===== config.mk =====
export PLATFORM = sky130hd
export DESIGN_NAME = wb_regfile_flat
export DESIGN_NICKNAME = d
export VERILOG_FILES = /design/src/rtl/pipe_pkg.sv /design/src/rtl/wb_regfile_if.sv /design/src/rtl/wb_mux.sv /design/src/rtl/wb_regfile.sv /design/src/flat_wrapper.sv
export SDC_FILE = /design/constraint.sdc
export NUM_CORES = 2
export LEC_CHECK = 0
export CAP_MARGIN = 20
export CORE_MARGIN = 4
export CORE_UTILIZATION = 45
export CTS_BUF_LIST = sky130_fd_sc_hd__clkbuf_16
export DETAILED_ROUTE_END_ITERATION = 12
export PLACE_DENSITY_LB_ADDON = 0.08
export SYNTH_ARGS = -nofsm -noshare
export SYNTH_HDL_FRONTEND = slang
export SYNTH_SLANG_ARGS = --single-unit

===== constraint.sdc =====
create_clock -name clkIn -period 9.21 [get_ports clkIn]
set_input_delay 1.842 -clock clkIn [delete_from_list [all_inputs] [get_ports clkIn]]
set_output_delay 1.842 -clock clkIn [all_outputs]
set_load 0.02 [all_outputs]

===== src/rtl/pipe_pkg.sv =====
// Shared pipeline definitions: datapath widths, MA/WB control encodings and
// the operand bundle feeding the writeback select.
package pipe_pkg;

    localparam int unsigned DATA_W = 32;
    localparam int unsigned ADDR_W = 5;
    localparam int unsigned NREG   = 2 ** ADDR_W;
    localparam int unsigned CTR_W  = 3;
    localparam int unsigned CNT_W  = 32;

    // Bit positions inside ctrSignalsIn
    localparam int unsigned CTR_REGWRITE = 0;
    localparam int unsigned CTR_WBSEL_LO = 1;
    localparam int unsigned CTR_WBSEL_HI = 2;

    typedef enum logic [1:0] {
        WB_RESULT = 2'b00,
        WB_DATA   = 2'b01,
        WB_IMM    = 2'b10,
        WB_LINK   = 2'b11
    } wb_sel_e;

    // Candidate writeback values presented by MA/WB
    typedef struct packed {
        logic [DATA_W-1:0] result;
        logic [DATA_W-1:0] data;
        logic [DATA_W-1:0] imm32;
        logic [DATA_W-1:0] link;
    } wb_src_t;

    // Extract the writeback select field from the control word
    function automatic wb_sel_e ctr_wbsel(input logic [CTR_W-1:0] ctr);
        return wb_sel_e'(ctr[CTR_WBSEL_HI:CTR_WBSEL_LO]);
    endfunction

    // A write commits only when RegWrite is set and the target is not x0
    function automatic logic ctr_commit(input logic [CTR_W-1:0]  ctr,
                                        input logic [ADDR_W-1:0] rd);
        return ctr[CTR_REGWRITE] && (rd != '0);
    endfunction

endpackage


===== src/rtl/wb_regfile_if.sv =====
// MA/WB-to-writeback and ID read-port bundle for the register file.
interface wb_regfile_if;
    import pipe_pkg::*;

    logic [CTR_W-1:0]  ctrSignalsIn;
    logic [DATA_W-1:0] ResultIn;
    logic [DATA_W-1:0] Imm32In;
    logic [DATA_W-1:0] DataIn;
    logic [DATA_W-1:0] AddrIn;
    logic [ADDR_W-1:0] rdIn;
    logic [ADDR_W-1:0] rs1In;
    logic [ADDR_W-1:0] rs2In;
    logic [ADDR_W-1:0] dbgAddrIn;
    logic [DATA_W-1:0] rs1DataOut;
    logic [DATA_W-1:0] rs2DataOut;
    logic [DATA_W-1:0] wbDataOut;
    logic [DATA_W-1:0] dbgDataOut;
    logic [CNT_W-1:0]  wbCountOut;

    // Pipeline side: drives MA/WB fields and ID read indices
    modport master (
        output ctrSignalsIn, ResultIn, Imm32In, DataIn, AddrIn,
        output rdIn, rs1In, rs2In, dbgAddrIn,
        input  rs1DataOut, rs2DataOut, wbDataOut, dbgDataOut, wbCountOut
    );

    // Register file side
    modport slave (
        input  ctrSignalsIn, ResultIn, Imm32In, DataIn, AddrIn,
        input  rdIn, rs1In, rs2In, dbgAddrIn,
        output rs1DataOut, rs2DataOut, wbDataOut, dbgDataOut, wbCountOut
    );

endinterface


===== src/rtl/wb_mux.sv =====
// 4:1 writeback value select, purely combinational.
module wb_mux
    import pipe_pkg::*;
(
    input  wb_sel_e           sel,
    input  wb_src_t           src,
    output logic [DATA_W-1:0] wb_data
);

    // Pick the source named by WBSel
    always_comb begin
        wb_data = src.result;
        unique case (sel)
            WB_RESULT: wb_data = src.result;
            WB_DATA:   wb_data = src.data;
            WB_IMM:    wb_data = src.imm32;
            WB_LINK:   wb_data = src.link;
        endcase
    end

endmodule


===== src/rtl/wb_regfile.sv =====
// Writeback stage and 32x32 architectural register file with write-to-read
// bypass on both ID ports, a retired-write counter and a debug read port.
module wb_regfile
    import pipe_pkg::*;
(
    input  logic         clkIn,
    input  logic         resetIn,
    wb_regfile_if.slave  bus
);

    logic [DATA_W-1:0] regs [NREG];
    logic [CNT_W-1:0]  wb_count;
    logic              commit;
    wb_sel_e           wb_sel;
    wb_src_t           wb_src;
    logic [DATA_W-1:0] wb_data;
    logic [DATA_W-1:0] rs1_data;
    logic [DATA_W-1:0] rs2_data;
    logic [DATA_W-1:0] dbg_data;

    assign wb_sel = ctr_wbsel(bus.ctrSignalsIn);
    assign commit = ctr_commit(bus.ctrSignalsIn, bus.rdIn);

    assign wb_src = '{
        result: bus.ResultIn,
        data:   bus.DataIn,
        imm32:  bus.Imm32In,
        link:   bus.AddrIn
    };

    wb_mux u_wb_mux (
        .sel     (wb_sel),
        .src     (wb_src),
        .wb_data (wb_data)
    );

    // Register array; x0 is cleared by reset and never written
    always_ff @(posedge clkIn or negedge resetIn) begin
        if (!resetIn) begin
            for (int unsigned i = 0; i < NREG; i++) begin
                regs[i] <= '0;
            end
        end else if (commit) begin
            regs[bus.rdIn] <= wb_data;
        end
    end

    // Count committed writes, wrapping naturally at full scale
    always_ff @(posedge clkIn or negedge resetIn) begin
        if (!resetIn) begin
            wb_count <= '0;
        end else if (commit) begin
            wb_count <= wb_count + CNT_W'(1);
        end
    end

    // rs1 read: x0 reads zero, otherwise the committing value wins over the array
    always_comb begin
        rs1_data = regs[bus.rs1In];
        if (bus.rs1In == '0) begin
            rs1_data = '0;
        end else if (commit && (bus.rdIn == bus.rs1In)) begin
            rs1_data = wb_data;
        end
    end

    // rs2 read: same bypass rule as rs1
    always_comb begin
        rs2_data = regs[bus.rs2In];
        if (bus.rs2In == '0) begin
            rs2_data = '0;
        end else if (commit && (bus.rdIn == bus.rs2In)) begin
            rs2_data = wb_data;
        end
    end

    // Debug read shows stored state only, no bypass
    always_comb begin
        dbg_data = regs[bus.dbgAddrIn];
        if (bus.dbgAddrIn == '0) begin
            dbg_data = '0;
        end
    end

    assign bus.wbDataOut  = wb_data;
    assign bus.rs1DataOut = rs1_data;
    assign bus.rs2DataOut = rs2_data;
    assign bus.dbgDataOut = dbg_data;
    assign bus.wbCountOut = wb_count;

endmodule


===== src/flat_wrapper.sv =====
// flat-port wrapper written by rule: the top's interface ports become plain ports
module wb_regfile_flat import pipe_pkg::*;
  (clkIn, resetIn, bus_ctrSignalsIn, bus_ResultIn, bus_Imm32In, bus_DataIn, bus_AddrIn, bus_rdIn, bus_rs1In, bus_rs2In, bus_dbgAddrIn, bus_rs1DataOut, bus_rs2DataOut, bus_wbDataOut, bus_dbgDataOut, bus_wbCountOut);
  wb_regfile_if bus_i ();
  input  logic clkIn;
  input  logic resetIn;
  input wire logic [$bits(bus_i.ctrSignalsIn)-1:0] bus_ctrSignalsIn;
  input wire logic [$bits(bus_i.ResultIn)-1:0] bus_ResultIn;
  input wire logic [$bits(bus_i.Imm32In)-1:0] bus_Imm32In;
  input wire logic [$bits(bus_i.DataIn)-1:0] bus_DataIn;
  input wire logic [$bits(bus_i.AddrIn)-1:0] bus_AddrIn;
  input wire logic [$bits(bus_i.rdIn)-1:0] bus_rdIn;
  input wire logic [$bits(bus_i.rs1In)-1:0] bus_rs1In;
  input wire logic [$bits(bus_i.rs2In)-1:0] bus_rs2In;
  input wire logic [$bits(bus_i.dbgAddrIn)-1:0] bus_dbgAddrIn;
  output wire logic [$bits(bus_i.rs1DataOut)-1:0] bus_rs1DataOut;
  output wire logic [$bits(bus_i.rs2DataOut)-1:0] bus_rs2DataOut;
  output wire logic [$bits(bus_i.wbDataOut)-1:0] bus_wbDataOut;
  output wire logic [$bits(bus_i.dbgDataOut)-1:0] bus_dbgDataOut;
  output wire logic [$bits(bus_i.wbCountOut)-1:0] bus_wbCountOut;
  assign bus_i.ctrSignalsIn = bus_ctrSignalsIn;
  assign bus_i.ResultIn = bus_ResultIn;
  assign bus_i.Imm32In = bus_Imm32In;
  assign bus_i.DataIn = bus_DataIn;
  assign bus_i.AddrIn = bus_AddrIn;
  assign bus_i.rdIn = bus_rdIn;
  assign bus_i.rs1In = bus_rs1In;
  assign bus_i.rs2In = bus_rs2In;
  assign bus_i.dbgAddrIn = bus_dbgAddrIn;
  assign bus_rs1DataOut = bus_i.rs1DataOut;
  assign bus_rs2DataOut = bus_i.rs2DataOut;
  assign bus_wbDataOut = bus_i.wbDataOut;
  assign bus_dbgDataOut = bus_i.dbgDataOut;
  assign bus_wbCountOut = bus_i.wbCountOut;
  wb_regfile u_core (.clkIn(clkIn), .resetIn(resetIn), .bus(bus_i));
endmodule

==> results.yml <==
power_and_ir_drop:
  p_leak_nw: 31.0
  peakVddDrop_v: 0.000152
  cellInternalPower_mw: 10.4
  net-switching-power_mw: 5.12
  pwr-share-clk: 0.302
  seqPwrFrac: 0.425
  p_per_area_mw_per_mm2: 214
  pwr-share-comb: 0.274
  switching_share: 0.330
layout:
  nNetsFinal: 5857
  regArea_mm2: 0.0264
  final_common_cell: "nand2_1"
  layout-drive-gt1-share: 0.214
  multiInputGateArea_mm2: 0.0352
  utilization: 0.512
  fillers: 12600
  stdcell_count: 7693
  mostFrequentLayoutCells: "nand2_1 (1174), dfrtp_1 (1056), o21ai_0 (1030)"
  areaGrowthSynthToFinish_pct: 12.9
placement:
  io_buffers: 312
  place_inst: 7470
  gp_congestion: 0.848
  pre_cts_slack_ns: 1.66
  dp_hpwl_mm: 156
floorplanning:
  die_w_um: 386
  initial_core_util: 0.454
  dieArea_mm2: 0.149
  die_h_um: 386
  ioPinCount: 313
  core_mm2: 0.142
  floorplan.rows: 138
synth:
  synth_edf_count: 0
  async_flop_share: 1.00
  syn_nets: 5886
  synthDistinctLibCells: 70
  yosysSeqAreaShare: 0.411
  synth_ff_type: "dfrtp_1"
  synthCells: 5732
  ys_ff_latch: 1056
  syn_area_mm2: 0.0643
  syn_avg_cell_area_um2: 11.2
  synth_warnings: 0
sta:
  finalCritPeriodShare: 0.837
  finalHoldViolCount: 0
  finalMaxSlewViolations: 0
  skew_ns: 0.0137
  finalSetupViolCount: 0
  rsz0062_at_grt: "false"
  fin_ws_ns: 1.50
  fin_tns_setup_ns: 0
  timing.fmax_ghz: 0.130
  max_slew_margin: 0.150
  tightest_slew_ns: 1.27
  min_period_ns: 7.71
route:
  drt-total-wl_mm: 262
  route.detailed.drc: 0
  antenna_left: 0
  drtPass1Iterations: 5
  wl_per_cell_um: 34.1
  num_vias: 51300
  drt-initial-drc-count: 6337
  via_per_inst: 6.67
setup_path:
  slowest_stage: "or2_1"
  crit_path_end_kind: "primary output"
  crit_path_start_kind: "primary input"
  path_buf_inv: 2
  worst-setup-path-type: "primary input to primary output"
  critPathTopFamily: "simple AND/OR/NAND/NOR gates"
  arrival_ns: 5.86
  crit_required_ns: 7.37
  worstPathCellList: "clkdlybuf4s50_1, xor2_1, nor3_1, and3_2, or2_1, o22ai_1, clkdlybuf4s50_1"
  max_stage_delay_ns: 0.93
  crit_top_cell: "clkdlybuf4s50_1"
  path_max_fanout: 10
flow_run:
  max-cap-violations: 0
clocking:
  postCtsHoldBufs: 0
  clock_latency_ns: 0.75
  cts.path.max_buffers: 3
  clockRootBuffer: "clkbuf_16"
  cts_tree: "yes"
  cts_resized: 0
  path_clk_slew_ns: 0.06
  cts_max_level: 3
  cts_made_buffers: 119
  cts_setup_buffers: 0
  cts.sinks: 1056
global_route:
  grt.overflow.total: 0
  grt_max_degree: 142
  grt_usage: 0.353
  antenna_found_initial: 6
  grt_pass1_vias: 49300
  grt_pass1_wl_mm: 375
hold_path:
  min_path_type: "register to register"
run_status:
  outcome: "finished clean"
[sequential cells by signal (all words and copies together) (netlist names)]
register	count
u_core.bus.wbCountOut	32
u_core.regs	1024
[path summary, 6_finish.rpt]
kind	to	slack (ns)	cells past startpoint	start
hold reg to reg	u_core.regs[992]	0.42	0	u_core.regs[992]
setup reg to reg	u_core.bus.wbCountOut[27]	6.99	5	u_core.bus.wbCountOut[12]
hold / removal	u_core.regs[992]	0.42	0	u_core.regs[992]
max in group asynchronous	u_core.regs[316]	6.14	3	resetIn
min in group asynchronous	u_core.bus.wbCountOut[31]	1.05	1	resetIn
setup / recovery	bus_rs2DataOut[12]	1.50	7	bus_rdIn[3]
[cell families (layout without fill, tap and decap cells)]
logic type	after synthesis	in the layout	synth area share
buf+inv	679	744	0.0487
other cells	0	6	0
flops	1056	1056	0.411
mux	1128	1128	0.321
compound gates	1378	1378	0.123
fa+ha+maj	1	1	0.000195
xor+xnor	41	41	0.00559
simple gates	1449	1449	0.0909
[worst reg2reg max path, stage by stage (launching register included)]
cell,delay [ns]
dfrtp_1,0.44
nand3_1,0.13
nor4_1,0.70
nand4_1,0.41
nor3_1,0.32
xor2_1,0.16
[per-stage QoR]
step | hold WS, ns | power, mW | area [µm²]
finish | 0.418 | 15.5 | 72600
global route | 0.431 | 16.2 | 72500
CTS | 0.419 | 15.5 | 72500
detailed placement | 0.405 | 10.8 | 68800
global placement | 0.395 | 10.7 | 68800
floorplan | 0.458 | 9.25 | 64300
[layer usage]
layer	wire length (µm)	track usage
met2	113000	0.512
met4	12000	0.149
met3	29300	0.0944
met1	107000	0.504
met5	70	0
[power groups by stage]
stage	Sequential, mW	Clock, mW	Combinational (mW)
after global placement	6.57	0	4.15
after detailed placement	6.62	0	4.21
final	6.59	4.68	4.25
after floorplan	6.31	0	2.94
after CTS	6.54	4.74	4.22
after global routing	6.72	4.93	4.60
[cell type report]
| cell class | instances | area share |
|---|---|---|
| well taps | 1890 | 0.0326 |
| clock inverters | 95 | 0.00990 |
| inverters | 41 | 0.00221 |
| repair buffers | 488 | 0.0639 |
| diodes | 6 | 0.000207 |
| clock buffers | 120 | 0.0414 |
| flip-flops and latches | 1056 | 0.364 |
| multi-input cells | 3997 | 0.486 |
[synth_stat cells, types with 8 or more instances]
library cell	instances	area [µm²]
nand3_1	55	275
or2_2	17	106
mux2_2	48	541
o211ai_1	25	188
dfrtp_1	1056	26400
clkbuf_1	466	1750
xor2_1	17	149
buf_6	33	372
inv_1	37	139
nor3_1	18	90.1
buf_1	24	90.1
a221oi_1	99	867
and3_1	46	288
o31ai_1	9	67.6
nand4_1	16	100
nor2_1	62	233
a22oi_1	24	180
a21oi_1	27	135
buf_2	72	360
mux4_2	729	16400
a211oi_1	29	218
buf_4	33	248
nand2_1	1198	4500
a2111oi_0	15	131
o32ai_1	10	87.6
a32o_1	12	120
o21ai_0	1060	5310
xnor2_1	24	210
o2111ai_1	8	70.1
a211o_1	18	158
mux4_1	10	263
mux2i_1	341	3410
Power figures use the tool's default switching activity.
